File: src/rtl/l1_mem_flush_pkg.sv
// Shared L1 flush definitions: sweep FSM states and default
// geometry of the flush read-out interface.
package l1_mem_flush_pkg;

    localparam int unsigned FLUSH_WIDTH = 32;
    localparam int unsigned FLUSH_DEPTH = 1024;

    typedef enum logic [2:0] {
        FL_IDLE,
        FL_RD,
        FL_CAP,
        FL_OUT,
        FL_CLR,
        FL_DONE
    } flush_state_e;

endpackage

File: src/rtl/l1_mem_flush.sv
// L1 flush/dump engine: walks every SRAM address, streams each word with
// its index over out_valid/out_ready, and optionally zeroes it afterwards.
// Ports: CLK/RST_N; flush_req/flush_clear start a sweep; busy/done report
// progress; out_* is the word stream; mem_* drives the l1_ld_mem wrapper.
module l1_mem_flush
    import l1_mem_flush_pkg::*;
#(
    parameter  int unsigned WIDTH = FLUSH_WIDTH,
    parameter  int unsigned DEPTH = FLUSH_DEPTH,
    localparam int unsigned AW    = $clog2(DEPTH)
) (
    input  logic             CLK,
    input  logic             RST_N,
    input  logic             flush_req,
    input  logic             flush_clear,
    output logic             busy,
    output logic             done,
    output logic             out_valid,
    input  logic             out_ready,
    output logic [WIDTH-1:0] out_data,
    output logic [AW-1:0]    out_addr,
    input  logic             mem_ready,
    output logic             mem_en,
    output logic             mem_we,
    output logic [AW-1:0]    mem_addr,
    output logic [WIDTH-1:0] mem_wdata,
    input  logic [WIDTH-1:0] mem_rdata
);

    flush_state_e    state_r;
    logic [AW-1:0]   cnt_r;
    logic            clr_r;
    logic            last;
    logic [AW-1:0]   cnt_inc;

    // The sweep stops at the top entry instead of wrapping.
    assign last      = (cnt_r == AW'(DEPTH - 1));
    assign cnt_inc   = cnt_r + AW'(1);
    assign mem_wdata = '0;

    // Outputs are registered: each transition loads the values the
    // destination state presents, so mem_* is glitch-free at the SRAM.
    always_ff @(posedge CLK or negedge RST_N) begin
        if (!RST_N) begin
            state_r   <= FL_IDLE;
            cnt_r     <= '0;
            clr_r     <= 1'b0;
            busy      <= 1'b0;
            done      <= 1'b0;
            out_valid <= 1'b0;
            out_data  <= '0;
            out_addr  <= '0;
            mem_en    <= 1'b0;
            mem_we    <= 1'b0;
            mem_addr  <= '0;
        end else begin
            unique case (state_r)
                FL_IDLE: begin
                    // A request before the init sweep ends is held off,
                    // not dropped: it is taken once mem_ready rises.
                    if (flush_req && mem_ready) begin
                        cnt_r    <= '0;
                        clr_r    <= flush_clear;
                        busy     <= 1'b1;
                        mem_en   <= 1'b1;
                        mem_we   <= 1'b0;
                        mem_addr <= '0;
                        state_r  <= FL_RD;
                    end
                end
                FL_RD: begin
                    mem_en  <= 1'b0;
                    state_r <= FL_CAP;
                end
                FL_CAP: begin
                    // Registering the word here frees RDATA from holding.
                    out_data  <= mem_rdata;
                    out_addr  <= cnt_r;
                    out_valid <= 1'b1;
                    state_r   <= FL_OUT;
                end
                FL_OUT: begin
                    if (out_ready) begin
                        out_valid <= 1'b0;
                        if (clr_r) begin
                            mem_en   <= 1'b1;
                            mem_we   <= 1'b1;
                            mem_addr <= cnt_r;
                            state_r  <= FL_CLR;
                        end else if (last) begin
                            done    <= 1'b1;
                            state_r <= FL_DONE;
                        end else begin
                            cnt_r    <= cnt_inc;
                            mem_en   <= 1'b1;
                            mem_we   <= 1'b0;
                            mem_addr <= cnt_inc;
                            state_r  <= FL_RD;
                        end
                    end
                end
                FL_CLR: begin
                    mem_we <= 1'b0;
                    if (last) begin
                        mem_en  <= 1'b0;
                        done    <= 1'b1;
                        state_r <= FL_DONE;
                    end else begin
                        cnt_r    <= cnt_inc;
                        mem_en   <= 1'b1;
                        mem_addr <= cnt_inc;
                        state_r  <= FL_RD;
                    end
                end
                FL_DONE: begin
                    done    <= 1'b0;
                    busy    <= 1'b0;
                    state_r <= FL_IDLE;
                end
                default: begin
                    state_r <= FL_IDLE;
                end
            endcase
        end
    end

endmodule

File: config.mk
export PLATFORM = sky130hd
export DESIGN_NAME = l1_mem_flush
export DESIGN_NICKNAME = d
export VERILOG_FILES = /design/src/rtl/l1_mem_flush_pkg.sv /design/src/rtl/l1_mem_flush.sv
export SDC_FILE = /design/constraint.sdc
export NUM_CORES = 1
export LEC_CHECK = 0
export ABC_AREA = 1
export CORE_UTILIZATION = 45
export DETAILED_ROUTE_END_ITERATION = 8
export GPL_TIMING_DRIVEN = 1
export PLACE_DENSITY = 0.9
export SYNTH_ARGS = -nofsm -noshare
export SYNTH_HDL_FRONTEND = slang
export SYNTH_SLANG_ARGS = --single-unit
File: constraint.sdc
create_clock -name CLK -period 2 [get_ports CLK]
set_input_delay 0.3 -clock CLK [delete_from_list [all_inputs] [get_ports CLK]]
set_output_delay 0.3 -clock CLK [all_outputs]
set_load 0.005 [all_outputs]
==> flow_summary.yaml <==
critical_path:
  end_kind: "flop"
  timing.rr.end: "cnt_r[5]"
  critical_path_required_ns: 2.28
  critPathKind: "flop to flop"
  worstRegToRegCells: 11
  slowest_delay_ns: 0.43
  critPathSlowestCell: "dfrtp_1"
  crit_arrival_ns: 2.07
  ff2ff_setup_slack_ns: 0.21
  r2r_start: "state_r[1]"
  worstPathCellList: "inv_1, nand2_1, nor2_1, inv_2, nand2_2, inv_2, nor2_4, nand2_2, inv_1, nand2_1, nand2_1"
  cp_max_fo: 11
  start_kind: "flop"
  cpMostUsedCell: "nand2_1"
  startpoint: "state_r[1]"
floorplanning:
  num_rows: 32
  core_sq_um: 7690
  ioPinCount: 127
  dieArea_sq_um: 8270
  fp.dieW_microns: 90.9
  start_util_pct: 46.3
  die_h_microns: 90.9
yosys:
  syn_inst: 381
  syn_area_sq_um: 3560
  syn_area_per_cell_sq_um: 9.34
  yosysWarningCount: 0
  yosysSeqAreaShare_pct: 49.9
  ys_ff_latch: 71
  synth_cell_types: 33
global_route:
  gr-usage-all-layers_pct: 19.4
  grt_pass1_vias: 2744
  overflow: 0
  grt_max_degree: 72
  grt_pass1_wl_microns: 12800
  antenna_found_initial: 0
detailed_routing:
  dr.pass1.iters: 5
  drt-initial-drc-count: 273
  routed_wl_microns: 7640
  routedWlPerCell_microns: 12.9
  antenna_left: 0
  vias: 2810
  viasPerCell: 4.75
  route.detailed.drc: 0
power:
  internal_power_mw: 4.05
  cellLeakagePower_nw: 2.25
  vdd_drop_max_mv: 0.709
  finalPower_mw: 6.01
  power_switching_mw: 1.96
  pwr-share-comb_pct: 43.6
  p_seq_share_pct: 36.7
  pwr-share-clk_pct: 19.7
  power_per_cell_area_nw_per_um2: 1270
  p_sw_share_pct: 32.6
hold_path:
  hold_class: "flop to flop"
  hold_depth: 2
  hold_start: "out_addr[7]"
  hold_end: "out_addr[7]"
place:
  routabilityCongestion: 0.908
  port_buffers: 94
  dpl.hpwl_microns: 5440
  placed_cell_area_sq_um: 4470
  dp_slack_ns: 0.202
  dp.cells: 568
layout:
  final_util_pct: 61.6
  drive_gt1_share_pct: 17.0
  antennaDiodeCount: 0
  area_growth_pct: 33.1
  nets: 523
  stdcell_count: 591
  fin_area_sq_um: 4740
clock_tree:
  cts_tree: "built"
  clock-root-buffer: "clkbuf_8"
  clk_pin_slew_ns: 0.07
  cts.htree.levels: 3
  ctsResizeCount: 0
  clkLatencyLatePin_ns: 0.34
  clock_sinks: 71
  numCtsBuffers: 9
  cts.path.max_buffers: 2
timing:
  period_minus_slack_ns: 1.79
  worst_slack_ns: 0.208
  maxSlewViolCount: 0
  period_share_pct: 89.6
  fmax_ghz: 0.558
  hold-worst-slack_ns: 0.482
  fin_skew_ns: 0.00665
  tns_ns: 0
  rsz0062_at_grt: "false"
  hold_violations: 0
  setup-violations-final: 0
outcome:
  status: "finished clean"
run:
  maxCapViolCount: 0
==> layer usage <==
| layer | GRT usage, % | wire [microns] | vias up |
|---|---|---|---|
| met2 | 30.6 | 3590 | 136 |
| met3 | 5.11 | 583 | 13 |
| met1 | 25.7 | 3390 | 1300 |
| met5 | 0 | 0 | - |
| met4 | 7.41 | 87 | 0 |
| li1 | - | - | 1361 |
==> cells by family (layout without fill, tap and decap cells) <==
group	count (synthesis)	after routing	share of synthesized area (%)
xor+xnor	2	2	0.492
simple gates	169	169	21.5
mux	35	35	11.1
other cells	1	32	0.105
buf+inv	69	146	11.5
fa+ha+maj	1	1	0.351
flops	71	71	49.9
compound gates	33	33	5.13
==> what timing repair did <==
action,4_1_cts,5_1_grt
setup buffers,0,6
setup endpoints to repair,0,2
hold endpoints to repair,70,0
hold buffers,1,0
==> Yosys cell counts, drive strengths merged <==
| cell | number | area share [%] |
|---|---|---|
| o21a | 1 | 0.21 |
| o211ai | 1 | 0.21 |
| a21oi | 1 | 0.14 |
| clkinv | 2 | 0.21 |
| nand4 | 1 | 0.18 |
| xnor2 | 1 | 0.25 |
| nand2 | 126 | 14 |
| inv | 25 | 2.6 |
| a31oi | 1 | 0.18 |
| o31ai | 1 | 0.21 |
| nand3 | 17 | 3.4 |
| clkbuf | 1 | 0.11 |
| mux2 | 35 | 11 |
| buf | 41 | 8.5 |
| ha | 1 | 0.35 |
| o22ai | 1 | 0.18 |
| dfrtp | 71 | 50 |
| o21ai | 27 | 4.0 |
| nor2 | 25 | 3.8 |
| conb | 1 | 0.11 |
| xor2 | 1 | 0.25 |
==> state kept, by name, indices dropped and copies added (netlist names) <==
register and count:
out_addr 10, out_data 32, state_r 3, out_valid 1, mem_en 1, cnt_r 10, clr_r 1, mem_we 1
busy 1, mem_addr 10, done 1
==> worst max path at each step <==
stage | endpoint | slack (ns)
after floorplan | mem_addr[0] | 0.48
after global placement | cnt_r[3] | 0.26
after detailed placement | cnt_r[7] | 0.20
after CTS | cnt_r[5] | 0.16
after global routing | cnt_r[7] | 0.03
final | cnt_r[5] | 0.21
==> critical path, delay by kind of cell, from the launching register on <==
family                 cells  cell delay (ns)
AND/OR/NAND/NOR            7             0.91
flip-flops                 1             0.43
buffers and inverters      4             0.37
==> final cells by class <==
cell class / instances / area, sq um
clock buffer: 13 / 169
clock inverter: 3 / 40.0
fill: 617 / 2950
inverter: 27 / 101
multi-input combinational: 272 / 1490
sequential: 71 / 1780
tap: 102 / 128
timing repair buffer: 103 / 1030
==> power groups by stage <==
stage | Combinational (mW) | Sequential (mW) | Clock [mW]
finish | 2.62 | 2.21 | 1.18
global route | 2.84 | 2.27 | 1.26
CTS | 2.64 | 2.21 | 1.20
detailed placement | 2.61 | 2.24 | 0
global placement | 2.55 | 2.20 | 0
floorplan | 1.50 | 2.22 | 0
==> cells in the final DEF, fill, tap and decap left out, types with 2 or more instances in the layout <==
cell type        instances
o21ai_0                 14
mux2_2                  35
inv_2                    5
nand2_4                  2
nand2_1                118
conb_1                  32
clkdlybuf4s50_1         93
inv_1                   20
nor2_4                   3
o21ai_1                 11
dfrtp_1                 71
nand3_1                 13
clkbuf_8                12
nand3_2                  2
clkinv_2                 2
clkinv_1                 2
buf_12                   2
nand2_2                  6
buf_4                    6
o21ai_2                  2
nand3_4                  2
nor2_1                  20
No activity file was read; power rests on OpenSTA's default activity.
